**config.mk**
```make
export PLATFORM = sky130hd
export DESIGN_NAME = gps_correlator_channel
export DESIGN_NICKNAME = d
export VERILOG_FILES = /design/src/rtl/gps_correlator_channel.sv
export SDC_FILE = /design/constraint.sdc
export NUM_CORES = 1
export LEC_CHECK = 0
export BUFFER_PORTS_ARGS = -buffer_cell sky130_fd_sc_hd__buf_2
export CORE_UTILIZATION = 65
export CTS_CLUSTER_DIAMETER = 150
export DETAILED_ROUTE_END_ITERATION = 7
export HOLD_SLACK_MARGIN = 0.05
export PLACE_DENSITY = 0.92
export SLEW_MARGIN = 0
export SYNTH_ARGS = -nofsm -noshare
export SYNTH_HDL_FRONTEND = slang
export SYNTH_SLANG_ARGS = --single-unit
```
**constraint.sdc**
```tcl
create_clock -name clk -period 17.2 [get_ports clk]
set_input_delay 0 -clock clk [delete_from_list [all_inputs] [get_ports clk]]
set_output_delay 0 -clock clk [all_outputs]
set_load 0.05 [all_outputs]
```
**src/rtl/gps_correlator_channel.sv**
```systemverilog
// Single-channel GPS correlator: carrier NCO wipe-off, C/A despreading, and prompt I/Q
// integrate-and-dump over one full code period. Optional macro CORR_SATURATE_EN: saturating accumulators.
module gps_correlator_channel #(
  parameter int unsigned ACC_W     = 24,
  parameter logic [31:0] CODE_STEP = 32'd1098437886
) (
  input  logic                    clk,
  input  logic                    reset,
  input  logic                    enable,
  input  logic                    start,
  input  logic                    sample_valid,
  input  logic signed [7:0]       real_in,
  input  logic signed [7:0]       imag_in,
  input  logic        [31:0]      freq,
  input  logic        [5:0]       ca_sel,
  output logic                    code_chip,
  output logic        [9:0]       chip_idx,
  output logic                    busy,
  output logic                    dump_valid,
  output logic signed [ACC_W-1:0] dump_i,
  output logic signed [ACC_W-1:0] dump_q
);

  typedef enum logic {StIdle, StRun} state_e;

  state_e state_q, state_d;
  logic do_start, do_sample;

  logic [5:0]       prn_q;
  logic [9:0]       g1_q, g2_q, idx_q;
  logic [31:0]      code_ph_q, car_ph_q;
  logic [ACC_W-1:0] acc_i_q, acc_q_q, acc_i_d, acc_q_d;
  logic             dump_valid_q;
  logic [ACC_W-1:0] dump_i_q, dump_q_q;

  logic [9:0]        tap_mask;
  logic              chip;
  logic [32:0]       code_sum;
  logic              carry, last;
  logic signed [8:0] r9, i9, rot_i, rot_q, prod_i, prod_q;
  logic [ACC_W-1:0]  prod_i_ext, prod_q_ext;

  // Two G2 stages (1-based) per PRN select the output taps.
  function automatic logic [9:0] taps(input int unsigned a, input int unsigned b);
    taps = (10'd1 << (a - 1)) | (10'd1 << (b - 1));
  endfunction

  always_comb begin
    case (prn_q)
      6'd0:  tap_mask = taps(2, 6);   6'd1:  tap_mask = taps(3, 7);
      6'd2:  tap_mask = taps(4, 8);   6'd3:  tap_mask = taps(5, 9);
      6'd4:  tap_mask = taps(1, 9);   6'd5:  tap_mask = taps(2, 10);
      6'd6:  tap_mask = taps(1, 8);   6'd7:  tap_mask = taps(2, 9);
      6'd8:  tap_mask = taps(3, 10);  6'd9:  tap_mask = taps(2, 3);
      6'd10: tap_mask = taps(3, 4);   6'd11: tap_mask = taps(5, 6);
      6'd12: tap_mask = taps(6, 7);   6'd13: tap_mask = taps(7, 8);
      6'd14: tap_mask = taps(8, 9);   6'd15: tap_mask = taps(9, 10);
      6'd16: tap_mask = taps(1, 4);   6'd17: tap_mask = taps(2, 5);
      6'd18: tap_mask = taps(3, 6);   6'd19: tap_mask = taps(4, 7);
      6'd20: tap_mask = taps(5, 8);   6'd21: tap_mask = taps(6, 9);
      6'd22: tap_mask = taps(1, 3);   6'd23: tap_mask = taps(4, 6);
      6'd24: tap_mask = taps(5, 7);   6'd25: tap_mask = taps(6, 8);
      6'd26: tap_mask = taps(7, 9);   6'd27: tap_mask = taps(8, 10);
      6'd28: tap_mask = taps(1, 6);   6'd29: tap_mask = taps(2, 7);
      6'd30: tap_mask = taps(3, 8);   6'd31: tap_mask = taps(4, 9);
      6'd32: tap_mask = taps(5, 10);  6'd33: tap_mask = taps(4, 10);
      6'd34: tap_mask = taps(1, 7);   6'd35: tap_mask = taps(2, 8);
      default: tap_mask = taps(2, 6);
    endcase
  end

  // g*_q[0] is stage 1, g*_q[9] is stage 10.
  assign chip     = g1_q[9] ^ (^(g2_q & tap_mask));
  assign code_sum = {1'b0, code_ph_q} + {1'b0, CODE_STEP};
  assign carry    = code_sum[32];
  assign last     = carry && (idx_q == 10'd1022);

  always_comb begin
    r9 = {real_in[7], real_in};
    i9 = {imag_in[7], imag_in};
    case (car_ph_q[31:30])
      2'd0:    begin rot_i = r9;  rot_q = i9;  end
      2'd1:    begin rot_i = i9;  rot_q = -r9; end
      2'd2:    begin rot_i = -r9; rot_q = -i9; end
      default: begin rot_i = -i9; rot_q = r9;  end
    endcase
    prod_i     = chip ? -rot_i : rot_i;
    prod_q     = chip ? -rot_q : rot_q;
    prod_i_ext = {{(ACC_W - 9){prod_i[8]}}, prod_i};
    prod_q_ext = {{(ACC_W - 9){prod_q[8]}}, prod_q};
  end

`ifdef CORR_SATURATE_EN
  localparam logic [ACC_W-1:0] ACC_MAX = {1'b0, {(ACC_W - 1){1'b1}}};
  localparam logic [ACC_W-1:0] ACC_MIN = {1'b1, {(ACC_W - 1){1'b0}}};
  logic             sat_i_q, sat_q_q, sat_i_d, sat_q_d;
  logic [ACC_W:0]   wide_i, wide_q;

  // Once clipped, an accumulator holds its rail until the period ends.
  always_comb begin
    wide_i  = {acc_i_q[ACC_W-1], acc_i_q} + {prod_i_ext[ACC_W-1], prod_i_ext};
    wide_q  = {acc_q_q[ACC_W-1], acc_q_q} + {prod_q_ext[ACC_W-1], prod_q_ext};
    sat_i_d = sat_i_q;
    sat_q_d = sat_q_q;
    acc_i_d = wide_i[ACC_W-1:0];
    acc_q_d = wide_q[ACC_W-1:0];
    if (sat_i_q) begin
      acc_i_d = acc_i_q;
    end else if (wide_i[ACC_W] != wide_i[ACC_W-1]) begin
      sat_i_d = 1'b1;
      acc_i_d = wide_i[ACC_W] ? ACC_MIN : ACC_MAX;
    end
    if (sat_q_q) begin
      acc_q_d = acc_q_q;
    end else if (wide_q[ACC_W] != wide_q[ACC_W-1]) begin
      sat_q_d = 1'b1;
      acc_q_d = wide_q[ACC_W] ? ACC_MIN : ACC_MAX;
    end
  end
`else
  always_comb begin
    acc_i_d = acc_i_q + prod_i_ext;
    acc_q_d = acc_q_q + prod_q_ext;
  end
`endif

  always_comb begin
    state_d   = state_q;
    do_start  = 1'b0;
    do_sample = 1'b0;
    case (state_q)
      StIdle: begin
        if (enable && start) begin
          state_d  = StRun;
          do_start = 1'b1;
        end
      end
      StRun: begin
        if (!enable) begin
          state_d = StIdle;
        end else if (start) begin
          do_start = 1'b1;
        end else if (sample_valid) begin
          do_sample = 1'b1;
        end
      end
      default: state_d = StIdle;
    endcase
  end

  always_ff @(posedge clk or posedge reset) begin
    if (reset) begin
      state_q <= StIdle;
    end else begin
      state_q <= state_d;
    end
  end

  always_ff @(posedge clk or posedge reset) begin
    if (reset) begin
      prn_q        <= '0;
      g1_q         <= 10'h3FF;
      g2_q         <= 10'h3FF;
      idx_q        <= '0;
      code_ph_q    <= '0;
      car_ph_q     <= '0;
      acc_i_q      <= '0;
      acc_q_q      <= '0;
      dump_valid_q <= 1'b0;
      dump_i_q     <= '0;
      dump_q_q     <= '0;
`ifdef CORR_SATURATE_EN
      sat_i_q      <= 1'b0;
      sat_q_q      <= 1'b0;
`endif
    end else begin
      dump_valid_q <= 1'b0;
      if (do_start) begin
        prn_q     <= ca_sel;
        g1_q      <= 10'h3FF;
        g2_q      <= 10'h3FF;
        idx_q     <= '0;
        code_ph_q <= '0;
        car_ph_q  <= '0;
        acc_i_q   <= '0;
        acc_q_q   <= '0;
`ifdef CORR_SATURATE_EN
        sat_i_q   <= 1'b0;
        sat_q_q   <= 1'b0;
`endif
      end else if (do_sample) begin
        car_ph_q  <= car_ph_q + freq;
        code_ph_q <= code_sum[31:0];
        if (carry) begin
          if (last) begin
            idx_q <= '0;
            g1_q  <= 10'h3FF;
            g2_q  <= 10'h3FF;
          end else begin
            idx_q <= idx_q + 10'd1;
            g1_q  <= {g1_q[8:0], g1_q[2] ^ g1_q[9]};
            g2_q  <= {g2_q[8:0], g2_q[1] ^ g2_q[2] ^ g2_q[5] ^ g2_q[7] ^ g2_q[8] ^ g2_q[9]};
          end
        end
        if (last) begin
          dump_valid_q <= 1'b1;
          dump_i_q     <= acc_i_d;
          dump_q_q     <= acc_q_d;
          acc_i_q      <= '0;
          acc_q_q      <= '0;
`ifdef CORR_SATURATE_EN
          sat_i_q      <= 1'b0;
          sat_q_q      <= 1'b0;
`endif
        end else begin
          acc_i_q <= acc_i_d;
          acc_q_q <= acc_q_d;
`ifdef CORR_SATURATE_EN
          sat_i_q <= sat_i_d;
          sat_q_q <= sat_q_d;
`endif
        end
      end
    end
  end

  assign busy       = (state_q == StRun);
  assign code_chip  = busy & chip;
  assign chip_idx   = idx_q;
  assign dump_valid = dump_valid_q;
  assign dump_i     = dump_i_q;
  assign dump_q     = dump_q_q;

endmodule

```
# [Word-level counts from Yosys, hierarchy flattened]
# Memory sizes are Yosys's and may differ from the RTL's.
# Cells that the tools add are included.
[op_classes] n_addsub=9 mul=0 div_mod_pow=0 order_cmp=0 eq_ne=3 shift=0 muxes=39 n_bitwise=11 reduce_logical=8
[ops] op="two-way mux 24 bit" n=6
[ops] op="two-way mux 32 bit" n=4
[ops] op="two-way mux 10 bit" n=12
[ops] op="one-hot mux 9 bit (3 select lines)" n=2
[ops] op="adder 24 bit" n=2
[ops] op="adder 32 x 31 -> 33 bit, second input constant" n=1
[ops] op="adder 32 bit" n=1
[ops] op="two-way mux 9 bit" n=2
[ops] op="negation 8 -> 9 bit" n=2
[ops] op="negation 9 bit" n=2
[ops] op="two-way mux 1 bit" n=11
[ops] op="adder 10 x 1 -> 10 bit, second input constant" n=1
[ops] op="bitwise AND 10 bit" n=1
[ops] op="== test 10 bit, second input constant" n=1
[ops] op="XOR reduction 10 bit" n=1
[ops] op="XOR 1 bit" n=7
[ops] op="one-hot mux 1 bit (2 select lines)" n=2
[ops] op="nonzero test 2 bit" n=2
[ops] op="AND reduction 3 bit" n=1
[ops] op="== test 2 x 1 -> 1 bit, second input constant" n=1
[ops] op="== test 2 bit, second input constant" n=1
[ops] op="logical AND 1 bit" n=2
[ops] op="zero test 2 bit" n=1
[ops] op="NOT 1 bit" n=2
[ops] op="other kinds (2)" n=2
[totals] reg_bits=198 latchBits=0 ramBits=0 mem_bits_ro=640 inputBits=59 output_inout_bits=61 elab_cells=83 memories=1
[memory_table] name="(name not given)" words=64 word_bits=10 read_ports=1 rd_ports_with_merged_regs=0 write_ports=0 line="49" source="case (prn_q)"

# [Logic depth before layout (Yosys ltp)]
# Gate-level depths: netlist (run 1).
[logic_depth] depth_word=9 ltp_mapped=26

# [Least setup slack after synthesis (run 1)]
# OpenSTA, ideal clock, no wires.
[synth_timing] kind="register to register" startpoint="register prn_q[0]" endpoint="register acc_i_q[23]" setup_time_ps=125 arrival_time_ps=5713 required_ps=17075 slack_ps=11362 stages_incl_launch_ff=24 cell_sequence="dfrtp_1 inv_1 ha_1 clkbuf_1 mux4_2 o311a_1 xnor2_1 o21ai_0 xor3_2 buf_6 o31ai_4 xor2_1 ha_1 a21o_1 a21oi_1 nand3_1 o21ai_0 o31ai_1 a21oi_1 o41ai_1 a21oi_1 xnor3_2 and2_1 mux2_2"
[synth_between] elab_chain_cells=9
[synth_rtl] element="start: declaration" line="29" source="logic [5:0] prn_q;"
[synth_rtl] element="start signal: assignment" line="179" source="prn_q <= ca_sel;"
[synth_rtl] element="memory read (64 x 10 bit)"
[synth_rtl] element="bitwise AND 10 bit" line="73" source="assign chip = g1_q[9] ^ (^(g2_q & tap_mask));"
[synth_rtl] element="XOR reduction 10 bit" line="73"
[synth_rtl] element="XOR 1 bit" line="73"
[synth_rtl] element="two-way mux 9 bit" line="87" source="prod_i = chip ? -rot_i : rot_i;"
[synth_rtl] element="adder 24 bit" line="122" source="acc_i_d = acc_i_q + prod_i_ext;"
[synth_rtl] element="two-way mux 24 bit" line="205" source="if (last) begin"
[synth_rtl] element="two-way mux 24 bit" line="191" source="end else if (do_sample) begin"
[synth_rtl] element="two-way mux 24 bit" line="178" source="if (do_start) begin"
[synth_rtl] element="end signal: assignment" line="216" source="acc_i_q <= acc_i_d;"
[synth_rtl] element="end: declaration" line="32" source="logic [ACC_W-1:0] acc_i_q, acc_q_q, acc_i_d, acc_q_d;"
# No other way between the ends. The select of a mux whose other input is x is not followed.
# A chain may end at the register's enable or synchronous reset.

# [Worst setup path after layout (run 1)]
[layout_timing] startpoint="register prn_q[3]" endpoint="register acc_q_q[23]"
[layout_between] elab_chain_cells=9
[layout_rtl] element="memory read (64 x 10 bit)"
[layout_rtl] element="bitwise AND 10 bit" line="73"
[layout_rtl] element="XOR reduction 10 bit" line="73"
[layout_rtl] element="XOR 1 bit" line="73"
[layout_rtl] element="two-way mux 9 bit" line="88" source="prod_q = chip ? -rot_q : rot_q;"
[layout_rtl] element="adder 24 bit" line="123" source="acc_q_d = acc_q_q + prod_q_ext;"
[layout_rtl] element="two-way mux 24 bit" line="205"
[layout_rtl] element="two-way mux 24 bit" line="191"
[layout_rtl] element="two-way mux 24 bit" line="178"
[layout_rtl] element="end signal: assignment" line="217" source="acc_q_q <= acc_q_d;"
[layout_rtl] element="end: declaration" line="32"
# No other way between the ends. The select of a mux whose other input is x is not followed.

==> results of run 1 <==
==> worst max-delay path: stages, from the launching register on <==
cell,delay [ns]
dfrtp_1,0.91
mux2_1,0.38
a221oi_1,0.28
a211oi_1,0.10
xor2_1,0.21
xnor3_1,0.25
xnor2_1,0.37
xor3_2,0.47
and3_2,0.25
or2_2,0.46
ha_1,0.41
and2_1,0.17
or4_1,0.43
a2111oi_0,0.43
o31a_1,0.23
nor3_1,0.10
a221o_1,0.37
a31oi_1,0.32
nor3_1,0.12
o32a_1,0.34
mux2i_1,0.16
==> area by class of cell <==
type | instances | area [um^2]
multi-input combinational | 1148 | 7650
fill | 1372 | 5070
sequential | 197 | 4950
timing repair buffer | 141 | 793
clock buffer | 25 | 495
tap | 265 | 332
inverter | 50 | 195
clock inverter | 7 | 95.1
antenna | 4 | 10.0
==> metal layers <==
layer / global-route usage (%) / up-vias / part of all wire, %
li1: - / 5411 / -
met4: 12.3 / 2 / 2.9
met2: 52.0 / 334 / 48
met5: 0 / - / 0.039
met1: 40.1 / 5309 / 43
met3: 6.76 / 73 / 6.2
==> power breakdown <==
part,internal [uW],switching (uW)
sequential,520,52.9
combinational,674,993
clock,231,176
total,1420,1220
==> final timing paths <==
kind	cells past startpoint	start	slack, ns	endpoint
worst min-delay path	4	freq[2]	0.08	car_ph_q[2]
worst max-delay path	20	prn_q[3]	10.33	acc_q_q[23]
min in group asynchronous	3	reset	0.26	chip_idx[5]
max in group asynchronous	4	reset	15.39	code_ph_q[27]
worst max register to register	20	prn_q[3]	10.33	acc_q_q[23]
worst min register to register	2	dump_q[13]	0.48	dump_q[13]
==> stage by stage <==
step / std cells / total power (uW) / area (um^2) / worst slack (ns) / utilization [%]
2_1_floorplan: 1460 / 1850 / 13100 / 11.36 / -
3_3_place_gp: 1788 / 2100 / 13800 / 10.70 / 70.4
3_5_place_dp: 1788 / 2180 / 13800 / 10.46 / 70.4
4_1_cts: 1833 / 2630 / 14500 / 10.38 / 74.1
5_1_grt: 1834 / 2850 / 14500 / 9.92 / 74.1
6_report: 1837 / 2650 / 14500 / 10.33 / 74.1
==> cell usage after synthesis, drive strengths merged (14+ instances only) <==
| cell | number | share of area, % |
|---|---|---|
| clkbuf | 45 | 1.3 |
| buf | 20 | 1.1 |
| o21ai | 173 | 6.6 |
| mux2 | 15 | 1.3 |
| a21oi | 89 | 3.4 |
| or3 | 14 | 0.67 |
| xnor2 | 67 | 4.5 |
| nor2 | 85 | 2.4 |
| a21o | 47 | 2.7 |
| dfstp | 20 | 4.0 |
| nand2 | 180 | 5.2 |
| dfrtp | 177 | 34 |
| inv | 48 | 1.4 |
| xor2 | 65 | 4.3 |
| nor3 | 28 | 1.1 |
| o22a | 21 | 1.4 |
| nand3 | 59 | 2.3 |
| ha | 93 | 8.9 |
==> state kept, by name, summed over array words and instances (netlist names) <==
register    cells
g2_q           10
dump_i         24
chip_idx       10
prn_q           6
car_ph_q       32
dump_q         24
dump_valid      1
code_ph_q      31
acc_i_q        24
busy            1
g1_q           10
acc_q_q        24
==> cells by family after synthesis <==
group,Yosys count,share of synthesized area [%]
AND/OR/NAND/NOR,444,15.7
buffers and inverters,115,3.79
multiplexers,24,2.13
adder cells (fa/ha/maj),96,9.35
XOR/XNOR,136,9.55
flip-flops,197,37.9
AO/OA/AOI/OAI,448,21.7
==> cells in the final DEF (no fill, tap or decap), types with 11 or more instances in the layout <==
| cell type | n |
|---|---|
| dfrtp_1 | 177 |
| or3_1 | 14 |
| nand2b_1 | 11 |
| dfstp_2 | 20 |
| a21oi_1 | 89 |
| buf_2 | 119 |
| o21ai_0 | 169 |
| a21o_1 | 45 |
| mux2_2 | 12 |
| nand2_1 | 180 |
| dlygate4sd3_1 | 13 |
| ha_1 | 93 |
| inv_1 | 46 |
| o21a_1 | 11 |
| nand3_1 | 58 |
| xnor2_1 | 67 |
| nor2_1 | 83 |
| clkbuf_16 | 17 |
| xor2_1 | 65 |
| o22a_1 | 21 |
| nor3_1 | 27 |
==> impl_metrics.py, run 1 <==
metrics = {
    "sta": {
        "slew_headroom_pct": 20.5,
        "fin_skew_ns": 0.0119,
        "fin_setup_tns_ns": 0,
        "period_share_pct": 40.0,
        "worstMarginPinSlew_ns": 1.19,
        "rsz0062_at_grt": "no",
        "fmax_mhz": 145,
        "drv_slew": 0,
        "layout_min_cycle_time_ns": 6.87,
        "hold_viol_final": 0,
        "finalSetupViolations": 0,
        "holdWs_ns": 0.0795,
    },
    "synthesis": {
        "synth_flop_cell": "dfrtp_1",
        "postSynthAreaPerCell_um2": 8.97,
        "synth-seq-cells": 197,
        "ys_types": 81,
        "seq_area_frac_synth_pct": 37.9,
        "ys_warn_count": 0,
        "synthArstFlopShare_pct": 100,
        "syn_area_um2": 13100,
        "synth.net_count": 1615,
        "synthCells": 1460,
        "synth_edf_count": 0,
    },
    "clock_tree": {
        "path_clk_slew_ns": 0.07,
        "clockRootBuffer": "clkbuf_16",
        "holdBufCountCts": 13,
        "cts_sinks": 197,
        "cts_setup_buffers": 0,
        "cts_made_buffers": 17,
        "ctsResizeCount": 0,
        "clock_tree.buffer_depth": 2,
        "clock_latency_ns": 0.44,
        "cts_tree": "done",
        "h-tree-depth": 4,
    },
    "global_routing": {
        "grt_overflow": 0,
        "track_usage_pct": 31.4,
        "grt_first_pass_wirelength_um": 51600,
        "antenna_found_initial": 4,
        "grt_pass1_vias": 10900,
        "grt_max_degree": 123,
    },
    "placement": {
        "place_congestion": 0.953,
        "dp_hpwl_um": 21000,
        "port_buffers": 119,
    },
    "die": {
        "die_w_um": 144,
        "core-area_um2": 19600,
        "start_util_pct": 66.8,
        "chipHeight_um": 144,
        "die_area_um2": 20700,
        "std_cell_rows": 51,
        "io_pins": 120,
    },
    "drt": {
        "drt-wirelength-per-cell_um": 16.7,
        "num_vias": 11100,
        "drt-vias-per-instance": 6.06,
        "drt-pass1-iter-count": 5,
        "drc": 0,
        "antenna_left": 0,
        "finalWirelength_um": 30600,
        "drtIter0Drc": 958,
    },
    "outcome": {
        "outcome": "complete, no violations",
    },
    "critical_path": {
        "end_kind": "flop",
        "criticalPathCategory": "flop to flop",
        "cp_max_fo": 28,
        "worst_setup_path_start_kind": "flop",
        "crit_required_ns": 17.55,
        "arrival_ns": 7.22,
    },
    "power": {
        "vdd_drop_max_v": 0.000203,
        "powerDensity_nw_per_um2": 182,
        "p_leak_uw": 0.00707,
    },
    "layout": {
        "nets": 1710,
        "final_layout_size_suffix_gt1_share_pct": 14.2,
        "syn_to_final_growth_pct": 11.0,
    },
    "run": {
        "maxCapViolations": 0,
    },
    "min_path": {
        "min_path_type": "input pin to flop",
    },
}
Power figures use the tool's default switching activity.
==> run 2, diff against run 1 <==
- CORE_UTILIZATION: 65 -> 55
- PLACE_DENSITY: 0.92 -> 0.84
- clock period: 17.2 -> 5.55 ns (I/O delays scaled with it)
==> run 2 against run 1 <==
- clock skew is 0.00091 ns higher
- highest routed layer is now met4
- combinational power rose to 4.3 times the previous value
- critical path depth up 1
- wire length up 9.7%
- register-to-register slack worse by 10 ns
- the flow now finishes with violations (setup timing)
- power grew to 3.8 times the previous value
- non-clock buffer count rose by 94
- via count rose by 4.5%
- critical endpoint is now dump_q[23]
- flip-flop and latch count did not move
- core utilization decreased by 6.4 points
- worst setup slack worse by 10 ns
- die area up 18%
==> impl_metrics.py, run 2 (synthesized netlist as in run 1, its figures left out) <==
metrics = {
    "layout": {
        "stdcell_count": 1984,
        "syn_to_final_growth_pct": 21.1,
        "final_layout_size_suffix_gt1_share_pct": 23.1,
        "top_regs": "car_ph_q x32, code_ph_q x31",
        "regMostFlops": "car_ph_q",
        "nets": 1804,
        "layout_commonest_cell": "nand2_1",
        "largest_register_ffs": 32,
        "mostFrequentLayoutCells": "180 x nand2_1, 174 x dfrtp_1, 160 x o21ai_0",
        "final_area_um2": 15800,
    },
    "die": {
        "die_area_um2": 24400,
        "io_pins": 120,
        "std_cell_rows": 56,
        "core-area_um2": 23400,
        "die_w_um": 156,
        "chipHeight_um": 156,
        "start_util_pct": 55.9,
    },
    "sta": {
        "holdWs_ns": 0.0680,
        "layout_min_cycle_time_ns": 5.65,
        "rsz0062_at_grt": "yes",
        "final.setup.worst_slack_ns": -0.0963,
        "hold_viol_final": 0,
        "fin_skew_ns": 0.0128,
        "slew_headroom_pct": 19.9,
        "finalSetupViolations": 3,
        "worstMarginPinSlew_ns": 1.20,
        "fmax_mhz": 177,
        "fin_setup_tns_ns": -0.166,
        "drv_slew": 0,
        "period_share_pct": 102,
    },
    "clock_tree": {
        "cts_sinks": 197,
        "path_clk_slew_ns": 0.08,
        "clockRootBuffer": "clkbuf_16",
        "cts_tree": "done",
        "cts_made_buffers": 17,
        "clock_tree.buffer_depth": 2,
        "h-tree-depth": 4,
        "clock_latency_ns": 0.45,
    },
    "critical_path": {
        "crit_required_ns": 5.89,
        "end_kind": "flop",
        "arrival_ns": 5.99,
        "slowest_stage": "or4_4",
        "cp_max_fo": 7,
        "critical_path.cell_chain": "buf_6 > ha_4 > mux2_4 > a221o_1 > o311ai_2 > xor2_1 > xnor3_1 > xnor2_2 > xor3_2 > and3_4 > or2_4 > buf_6 > ha_4 > or4_4 > a2111oi_4 > o31a_1 > nor3_2 > a221o_1 > a31oi_4 > xnor3_1 > mux2_4",
        "cp_slowest_stage_delay_ns": 0.54,
        "criticalPathCategory": "flop to flop",
        "worst_setup_path_start_kind": "flop",
    },
    "global_routing": {
        "antenna_found_initial": 3,
        "grt_pass1_vias": 11300,
        "grt_first_pass_wirelength_um": 54700,
        "track_usage_pct": 27.8,
        "grt_max_degree": 140,
        "grt_overflow": 0,
    },
    "drt": {
        "drt-wirelength-per-cell_um": 16.9,
        "num_vias": 11600,
        "antenna_left": 0,
        "drc": 0,
        "drt-pass1-iter-count": 5,
        "finalWirelength_um": 33600,
        "drtIter0Drc": 878,
        "drt-vias-per-instance": 5.86,
    },
    "power": {
        "vdd_drop_max_v": 0.000426,
        "powerDensity_nw_per_um2": 640,
        "p_leak_uw": 0.00760,
    },
    "outcome": {
        "violations": "setup timing",
        "outcome": "finished, violations left",
    },
    "placement": {
        "placed_area_um2": 14400,
        "place_congestion": 0.893,
        "pre_cts_slack_ns": -0.147,
        "dp_cells": 1910,
        "port_buffers": 119,
        "dp_hpwl_um": 22500,
    },
    "run": {
        "maxCapViolations": 0,
    },
    "min_path": {
        "min_path_type": "input pin to flop",
    },
}
run 2: worst paths after layout:
path	from	endpoint	slack [ns]	depth (start not counted)
max reg2reg	prn_q[0]	dump_q[23]	-0.1	21
max	prn_q[0]	dump_q[23]	-0.1	21
min	freq[16]	car_ph_q[16]	0.07	4
min reg2reg	dump_q[0]	dump_q[0]	0.48	2
max in group asynchronous	reset	dump_i[19]	3.97	4
min in group asynchronous	reset	chip_idx[8]	0.30	3
run 2: power by group:
group          switching, uW  leakage, uW  internal [uW]  total, uW
Sequential               167      0.00264           1610       1780
Clock                    611     0.000279            647       1260
Combinational           3850      0.00468           3250       7110
run 2: layer usage:
layer / share of wire (%) / global-route usage, % / wire length [um]
met2: 48 / 45.6 / 16100
met3: 4.8 / 3.74 / 1620
met5: 0 / 0 / 0
met4: 2.3 / 9.85 / 776
met1: 45 / 37.7 / 15100
run 2: worst max-delay path, delay by kind of cell (launching register included):
kind            cells  cell delay [ns]
simple gates        4             1.07
compound gates      6             1.57
xor+xnor            5             1.31
flops               1             0.44
buf+inv             2             0.27
mux                 2             0.54
fa+ha+maj           2             0.33
run 2: area by class of cell:
cell class                      instances  area (um^2)
Fill cell                            1821         7550
Multi-Input combinational cell       1148         8160
Clock buffer                           19          443
Tap cell                              319          399
Inverter                               50          198
Clock inverter                         13          139
Timing Repair Buffer                  235         1550
Sequential cell                       197         4960
Antenna cell                            3         7.51
run 2: metrics by stage:
step | total power [uW] | util [%]
after detailed placement | 7450 | 61.7
after global placement | 7290 | 61.7
after floorplan | 5810 | -
after CTS | 9220 | 66.2
after global routing | 10800 | 67.7
final | 10100 | 67.7
run 2: what timing repair did:
item                       in CTS  in global routing
setup buffers                  11                 14
pin swaps                      24                 47
hold buffers                   16                  0
resized for setup              49                 50
hold endpoints to repair      132                  0
setup endpoints to repair       9                 38
